`src/rtl/sap1_out_tx.sv`:
```
// rtl/sap1_out_tx.sv - SAP-1 output port with UART-style serial transmitter
//
// Captures the W-bus into the parallel output register on an accepted
// output-load strobe, then shifts the same byte out LSB first as a
// start / 8 data / [parity] / stop frame, each bit CLKS_PER_BIT cycles.
//
// Optional feature macro: OUT_TX_PARITY_EN
//   defined   -> even-parity bit between data bit 7 and stop (11-bit frame)
//   undefined -> 10-bit frame, no parity state or logic
//
// Ports:
//   clk      system clock, rising edge
//   rst      asynchronous active-high reset
//   load     output-load strobe (Lo)
//   bus      8-bit W-bus value
//   out      8-bit parallel display register
//   tx       serial line, idles high
//   busy     frame in progress, loads rejected
//   done     one-cycle pulse after the stop bit
//   overrun  sticky: a load was dropped while busy

module sap1_out_tx #(
  parameter int CLKS_PER_BIT = 4
) (
  input  logic       clk,
  input  logic       rst,
  input  logic       load,
  input  logic [7:0] bus,
  output logic [7:0] out,
  output logic       tx,
  output logic       busy,
  output logic       done,
  output logic       overrun
);

  localparam int CW = (CLKS_PER_BIT > 1) ? $clog2(CLKS_PER_BIT) : 1;
  localparam logic [CW-1:0] CNT_LAST = CW'(CLKS_PER_BIT - 1);

`ifdef OUT_TX_PARITY_EN
  typedef enum logic [2:0] {
    ST_IDLE   = 3'd0,
    ST_START  = 3'd1,
    ST_DATA   = 3'd2,
    ST_PARITY = 3'd3,
    ST_STOP   = 3'd4
  } state_t;
`else
  typedef enum logic [2:0] {
    ST_IDLE  = 3'd0,
    ST_START = 3'd1,
    ST_DATA  = 3'd2,
    ST_STOP  = 3'd4
  } state_t;
`endif

  state_t        r_state;
  state_t        w_state_next;
  logic [CW-1:0] r_cnt;
  logic [2:0]    r_bit;
  logic [7:0]    r_shift;
  logic [7:0]    r_out;
  logic          r_done;
  logic          r_overrun;
  logic          w_last;
  logic          w_tx;

  // Final cycle of the current bit period.
  assign w_last = (r_cnt == CNT_LAST);

  always_ff @(posedge clk or posedge rst) begin
    if (rst) begin
      r_state <= ST_IDLE;
    end else begin
      r_state <= w_state_next;
    end
  end

  always_comb begin
    w_state_next = r_state;
    w_tx         = 1'b1;
    case (r_state)
      ST_IDLE: begin
        if (load) begin
          w_state_next = ST_START;
        end
      end
      ST_START: begin
        w_tx = 1'b0;
        if (w_last) begin
          w_state_next = ST_DATA;
        end
      end
      ST_DATA: begin
        w_tx = r_shift[r_bit];
        if (w_last && (r_bit == 3'd7)) begin
`ifdef OUT_TX_PARITY_EN
          w_state_next = ST_PARITY;
`else
          w_state_next = ST_STOP;
`endif
        end
      end
`ifdef OUT_TX_PARITY_EN
      ST_PARITY: begin
        w_tx = ^r_shift;
        if (w_last) begin
          w_state_next = ST_STOP;
        end
      end
`endif
      ST_STOP: begin
        if (w_last) begin
          w_state_next = ST_IDLE;
        end
      end
      default: begin
        w_state_next = ST_IDLE;
      end
    endcase
  end

  // Datapath: baud counter, bit index, shift/output registers, flags.
  always_ff @(posedge clk or posedge rst) begin
    if (rst) begin
      r_cnt     <= '0;
      r_bit     <= 3'd0;
      r_shift   <= 8'h00;
      r_out     <= 8'h00;
      r_done    <= 1'b0;
      r_overrun <= 1'b0;
    end else begin
      // Counter restarts on every bit boundary, which includes every
      // state transition out of a timed state.
      if ((r_state == ST_IDLE) || w_last) begin
        r_cnt <= '0;
      end else begin
        r_cnt <= r_cnt + 1'b1;
      end

      if (r_state == ST_START) begin
        r_bit <= 3'd0;
      end else if ((r_state == ST_DATA) && w_last && (r_bit != 3'd7)) begin
        r_bit <= r_bit + 3'd1;
      end

      if (load) begin
        if (r_state == ST_IDLE) begin
          r_out     <= bus;
          r_shift   <= bus;
          r_overrun <= 1'b0;
        end else begin
          r_overrun <= 1'b1;
        end
      end

      r_done <= (r_state == ST_STOP) && w_last;
    end
  end

  assign out     = r_out;
  assign tx      = w_tx;
  assign busy    = (r_state != ST_IDLE);
  assign done    = r_done;
  assign overrun = r_overrun;

endmodule

```
`config.mk`:
```
export PLATFORM = sky130hd
export DESIGN_NAME = sap1_out_tx
export DESIGN_NICKNAME = d
export VERILOG_FILES = /design/src/rtl/sap1_out_tx.sv
export SDC_FILE = /design/constraint.sdc
export NUM_CORES = 1
export LEC_CHECK = 0
export CORE_UTILIZATION = 40
export CTS_BUF_LIST = sky130_fd_sc_hd__clkbuf_2
export DETAILED_ROUTE_END_ITERATION = 10
export PLACE_DENSITY = 0.68
export SYNTH_ARGS = -nofsm -noshare
export SYNTH_HDL_FRONTEND = slang
export SYNTH_SLANG_ARGS = --single-unit
```
`constraint.sdc`:
```
create_clock -name clk -period 1.9 [get_ports clk]
set_clock_uncertainty 0.2 [all_clocks]
set_input_delay 0.38 -clock clk [delete_from_list [all_inputs] [get_ports clk]]
set_output_delay 0.38 -clock clk [all_outputs]
set_load 0.02 [all_outputs]
```
==> out/results.ini, run 1 <==
[clock_tree]
ctsHtreeMaxLevel = 1
cts_hold_buf = 0
cts_tree = done
root_buffer = clkbuf_2
numCtsBuffers = 3
clock-sinks = 18
clkTransAtPathRegs_ns = 0.17
clockBufferDepth = 2
clock_latency_ns = 0.31

[power_and_ir_drop]
max-vdd-ir-drop_v = 0.0008629
clkPwrFrac_pct = 8.9
p_per_area_nw_per_um2 = 1375
p_int_mw = 1.124
swShare_pct = 37.97
p_seq_share_pct = 34.4
power_frac_comb_pct = 56.6
p_sw_uw = 688.1
leakage_nw = 0.5789

[detailed_routing]
route.vias.total = 717
viasPerCell = 5.014
drtAntennaViolNets = 0
drc = 0
wire_per_inst_um = 12.81
drt-initial-drc-count = 7
drtPass1Iterations = 4
routed_wl_mm = 1.832

[setup_path]
cp.required_ns = 1.32
arrival_ns = 1.70
crit_fanout = 5
cp-end-kind = output pin
slowest_stage = mux4_2
crit_buf_inv = 1
worstSetupPathType = flip-flop to output pin
cpPeakStageDelay_ns = 0.50
cp_top_family = multiplexers
critPathLaunchType = flip-flop
crit_chain = mux2i_1 > mux4_2 > a21oi_4 > buf_6

[timing]
slew_headroom_pct = 79.70
rsz0062_at_grt = yes
final-hold-violation-count = 0
maxSlewViolCount = 0
fin_crit_sh_pct = 120.1
finalWorstSetupSlack_ns = -0.3812
max_freq_mhz = 438.4
setup_violations = 1
period_needed_ns = 2.281
tightest_slew_ns = 0.3045

[yosys]
synthesis.area_um2 = 877.1
postSynthAreaPerCell_um2 = 11.85
synth_cells = 74
synthDistinctLibCells = 24
ys_seq_elements = 18
yosysSeqAreaShare_pct = 51.36
synth_nets = 88
ys_warn_count = 0

[place]
dp_slack_ns = -0.5198
dp_hpwl_mm = 1.438
port_buffers = 22
globalplace.congestion = 0.7374
dpl_cell_area_um2 = 1276

[outcome]
outcome = finished with violations
violations = negative setup slack

[final_layout]
final_layout_size_suffix_gt1_share_pct = 40.52
register_area_um2 = 454.2
nFillCells = 163
finalInstanceArea_um2 = 1318
multiInputGateArea_um2 = 417.9
utilization_pct = 65.81
antenna_cells = 0
syn_to_final_growth_pct = 50.21
layout.nets = 132

[floorplanning]
initial_core_util_pct = 43.81
core_um2 = 2002
rows = 16
die_h_um = 48.83
dieArea_um2 = 2384
die_x_um = 48.83
ios = 23

[global_route]
grt_max_degree = 19
grt_pass1_vias = 751
grt_usage_pct = 18.67
grt_overflow_total = 0
grt_first_pass_wirelength_mm = 3.374
antenna_found_initial = 0

[run]
cap_violations = 0

[worst_hold_path]
hold_path.class = primary input to asynchronous set/reset pin

-- sequential cells by signal (all words and copies together), names as in the netlist --
register,flops
done,1
out,8
overrun,1
r_bit,3
r_cnt,2
r_state,3
-- cell families (layout without fill, tap and decap cells) --
logic type / Yosys count / count (layout) / synth area share, %
DFF: 18 / 18 / 51.35
AOI/OAI and AO/OA: 9 / 9 / 5.135
muxes: 14 / 14 / 18.55
adders and majority gates: 3 / 3 / 4.280
buffers and inverters: 8 / 50 / 5.420
and+or+nand+nor: 22 / 22 / 15.27
-- final cells by class --
| class | count | share of cell area, % |
|---|---|---|
| Timing Repair Buffer | 44 | 29.25 |
| Clock buffer | 3 | 1.140 |
| Sequential cell | 18 | 34.47 |
| Inverter | 3 | 0.8547 |
| Multi-Input combinational cell | 48 | 31.72 |
| Tap cell | 27 | 2.564 |
-- cells in the final DEF (no fill, tap or decap), types with 4 or more instances in the layout --
master | netlist | routed
buf_4 | 2 | 22
dfrtp_1 | 18 | 15
a21oi_1 | 6 | 4
mux2i_1 | 5 | 5
dlygate4sd2_1 | 0 | 9
clkdlybuf4s50_1 | 0 | 11
mux2_2 | 8 | 8
-- cell usage after synthesis --
master,number,share of area [%]
and2_1,1,0.71
mux4_2,1,2.6
nor3b_1,2,1.7
nand3b_1,3,2.6
nor2b_1,1,0.71
nand2b_1,1,0.71
buf_2,2,1.1
mux2_2,8,10
dfrtp_1,18,51
nand3_1,2,1.1
buf_4,2,1.7
buf_6,1,1.3
o21ai_0,3,1.7
or3_1,1,0.71
inv_1,3,1.3
nor3_1,4,2.3
nand2_1,2,0.86
or3b_4,1,1.3
nand4b_1,1,1.0
and3_1,1,0.71
ha_1,3,4.3
a21oi_1,6,3.4
nor2_1,2,0.86
mux2i_1,5,5.7
-- final timing paths --
check	to	startpoint	depth (start not counted)	slack, ns
max	tx	r_bit[0]	4	-0.38
max reg2reg	r_bit[0]	r_bit[0]	6	0.03
min reg2reg	r_cnt[0]	r_cnt[0]	1	0.25
max in group asynchronous	r_state[2]	rst	3	1.14
min in group clk	r_cnt[0]	r_cnt[0]	1	0.25
min	out[5]	rst	3	0.15
-- metrics by stage --
step / std cells / hold WS (ns) / setup TNS [ns] / power, mW
3_3_place_gp: 139 / 0.2286 / -0.5270 / 1.673
2_1_floorplan: 74 / 0.1186 / 0 / 1.157
3_5_place_dp: 139 / 0.2343 / -0.6519 / 1.707
5_1_grt: 143 / 0.1962 / -0.4556 / 1.934
4_1_cts: 143 / 0.1536 / -0.4023 / 1.810
6_report: 143 / 0.1518 / -0.3812 / 1.812
-- power groups by stage --
stage          combinational [mW]  sequential, mW  clock (mW)
4_1_cts                      1.02           0.617       0.168
2_1_floorplan               0.435           0.721           0
5_1_grt                      1.11           0.641       0.183
3_5_place_dp                 1.09           0.621           0
6_report                     1.03           0.624       0.162
3_3_place_gp                 1.05           0.620           0
-- routing by layer --
layer  global-route usage [%]  routed length (um)  part of all wire (%)  vias to the layer above
li1                         -                   -                     -                      347
met1                    22.42                 815                    44                      352
met2                    32.64                 926                    51                       13
met3                    2.804                  50                   2.7                        5
met4                    8.824                  40                   2.2                        0
met5                        0                   0                     0                        -
-- worst reg2reg max path: cells and delay by family, from the launching register on --
kind                     cells  cell delay, ns
AO/OA/AOI/OAI                1            0.14
flip-flops                   1            0.49
AND/OR/NAND/NOR              2            0.46
adder cells (fa/ha/maj)      2            0.36
buffers and inverters        1            0.16
-- repair_timing --
| action | CTS | global route |
|---|---|---|
| buffers inserted | 1 | 0 |
| resized for setup | 23 | 7 |
| pin swaps | 2 | 1 |
| setup endpoints to repair | 20 | 4 |
| cloned | 0 | 0 |
No activity file was read; power rests on OpenSTA's default activity.
==> run 2, diff against run 1 <==
--- a/config.mk
+++ b/config.mk
@@ -8,7 +8,8 @@
 export CORE_UTILIZATION = 40
 export CTS_BUF_LIST = sky130_fd_sc_hd__clkbuf_2
 export DETAILED_ROUTE_END_ITERATION = 10
-export PLACE_DENSITY = 0.68
+export HOLD_SLACK_MARGIN = 0.12
+export PLACE_DENSITY = 0.71
 export SYNTH_ARGS = -nofsm -noshare
 export SYNTH_HDL_FRONTEND = slang
 export SYNTH_SLANG_ARGS = --single-unit
==> run 2 against run 1 <==
The run still ends with negative setup slack left. Clock power is 4% lower. Global-route usage grew 0.28 points. Via count up 1.3%. Die area stayed put. Routed wire length increased by 8.8%. Setup slack improved by 0.019 ns. Cell area is 3.9% higher. Sequential power is 3% lower. Utilization increased by 2.6 points. Largest cell class unchanged. Largest power group unchanged. Highest routed layer unchanged.
==> out/results.ini, run 2 (synthesis results as in run 1) <==
[power_and_ir_drop]
max-vdd-ir-drop_v = 0.0009132
power_frac_comb_pct = 59.8
p_seq_share_pct = 32.0
total_power_mw = 1.888
p_int_mw = 1.183
p_sw_uw = 705.6
clkPwrFrac_pct = 8.2
leakage_nw = 0.6186
p_per_area_nw_per_um2 = 1379
swShare_pct = 37.37

[outcome]
violations = negative setup slack
outcome = finished with violations

[setup_path]
crit_fanout = 5
reg2reg_from = r_bit[0]
slowest_stage = mux4_2
r2r_slack_ns = -0.07
reg2reg_to = r_bit[0]
critPathLaunchType = flip-flop
crit_chain = mux2i_1 > mux4_2 > a21oi_4 > buf_6
worstSetupPathType = flip-flop to output pin
r2r_cells = 6
crit_buf_inv = 1
cp_top_family = multiplexers
cpPeakStageDelay_ns = 0.50
cp.required_ns = 1.32
arrival_ns = 1.68
cp-end-kind = output pin

[floorplanning]
dieArea_um2 = 2384
rows = 16
die_x_um = 48.83
core_um2 = 2002
initial_core_util_pct = 43.81
ios = 23
die_h_um = 48.83

[global_route]
grt_pass1_vias = 775
grt_overflow_total = 0
grt_first_pass_wirelength_mm = 3.401
antenna_found_initial = 0
grt_max_degree = 19
grt_usage_pct = 18.96

[timing]
maxSlewViolCount = 0
setup_violations = 2
fin_crit_sh_pct = 119.1
slew_headroom_pct = 78.26
final-hold-violation-count = 0
tightest_slew_ns = 0.3261
finalWorstSetupSlack_ns = -0.3622
rsz0062_at_grt = yes
period_needed_ns = 2.262
max_freq_mhz = 442.1
fin_hold_ws_ns = 0.1847

[detailed_routing]
drtPass1Iterations = 4
route.vias.total = 726
dr.max_layer_used = met4
drt-initial-drc-count = 9
met2_wirelength_mm = 1.004
wire_per_inst_um = 13.56
viasPerCell = 4.939
drc = 0
met3_length_um = 34
drtAntennaViolNets = 0
drt-met1-wl_um = 916
routed_wl_mm = 1.993

[clock_tree]
ctsHtreeMaxLevel = 1
root_buffer = clkbuf_2
clock_latency_ns = 0.29
cts_hold_buf = 0
clkTransAtPathRegs_ns = 0.16
cts_tree = done
clock-sinks = 18
numCtsBuffers = 3
clockBufferDepth = 2

[final_layout]
utilization_pct = 68.38
mostFrequentLayoutCell = buf_4
layout.nets = 136
finalInstanceArea_um2 = 1369
syn_to_final_growth_pct = 56.06
antenna_cells = 0
nFillCells = 160
final_layout_size_suffix_gt1_share_pct = 42.50
largest_reg_flops = 8
final_cell_mix = 24 x buf_4, 16 x dfrtp_1, 11 x clkdlybuf4s50_1

[worst_hold_path]
hold_path.class = primary input to asynchronous set/reset pin

[place]
dpl_cell_area_um2 = 1284
dp_hpwl_mm = 1.422
port_buffers = 22
dp_slack_ns = -0.5156
globalplace.congestion = 0.7653

[run]
cap_violations = 0

## run 2: power groups by stage
| stage | Clock [mW] | Combinational, mW | Sequential (mW) |
|---|---|---|---|
| after floorplan | 0 | 0.435 | 0.721 |
| after global placement | 0 | 1.05 | 0.618 |
| after detailed placement | 0 | 1.08 | 0.620 |
| after CTS | 0.163 | 1.08 | 0.603 |
| after global routing | 0.182 | 1.22 | 0.615 |
| final | 0.155 | 1.13 | 0.604 |
## run 2: cell type report
type / instances / area, um^2 / area share (%)
clock buffers: 3 / 15.01 / 1.097
inverters: 3 / 13.76 / 1.005
flip-flops and latches: 18 / 452.9 / 33.09
well taps: 27 / 33.78 / 2.468
multi-input cells: 48 / 422.9 / 30.90
repair buffers: 48 / 430.4 / 31.44
## run 2: through the flow
| step | setup TNS (ns) | instances |
|---|---|---|
| 2_1_floorplan | 0 | 74 |
| 3_3_place_gp | -0.5328 | 140 |
| 3_5_place_dp | -0.6029 | 140 |
| 4_1_cts | -0.4177 | 145 |
| 5_1_grt | -0.5876 | 147 |
| 6_report | -0.4336 | 147 |
## run 2: worst max path at each step
stage | startpoint | to | slack [ns] | depth (start not counted)
after floorplan | r_bit[0] | tx | 0.002 | 4
final | r_bit[0] | tx | -0.36 | 4
after global placement | r_bit[0] | tx | -0.48 | 4
after global routing | r_bit[0] | tx | -0.44 | 4
after CTS | r_bit[0] | tx | -0.37 | 4
after detailed placement | r_bit[0] | tx | -0.52 | 4
## run 2: worst min-delay path, cell delays in order
cell and delay, ns:
clkdlybuf4s50_1 0.40, inv_1 0.06, buf_4 0.24
## run 2: layer usage
metal  GRT usage [%]  vias to the layer above
li1                -                      354
met1           24.90                      356
met2           31.48                       12
met3           1.869                        4
met4           8.824                        0
met5               0                        -
## run 2: timing repair
action	in CTS	in global routing
endpoints found under the setup margin	10	6
buffers inserted	2	2
pin swaps	3	1
cloned	0	0
gates resized for setup	23	10
==> run 3, diff against run 2 <==
--- a/config.mk
+++ b/config.mk
@@ -10,6 +10,7 @@
 export DETAILED_ROUTE_END_ITERATION = 10
 export HOLD_SLACK_MARGIN = 0.12
 export PLACE_DENSITY = 0.71
+export SKIP_LAST_GASP = 1
 export SYNTH_ARGS = -nofsm -noshare
 export SYNTH_HDL_FRONTEND = slang
 export SYNTH_SLANG_ARGS = --single-unit
==> results of run 3 <==
The final DEF is identical to that of run 2; final timing and power are the same.
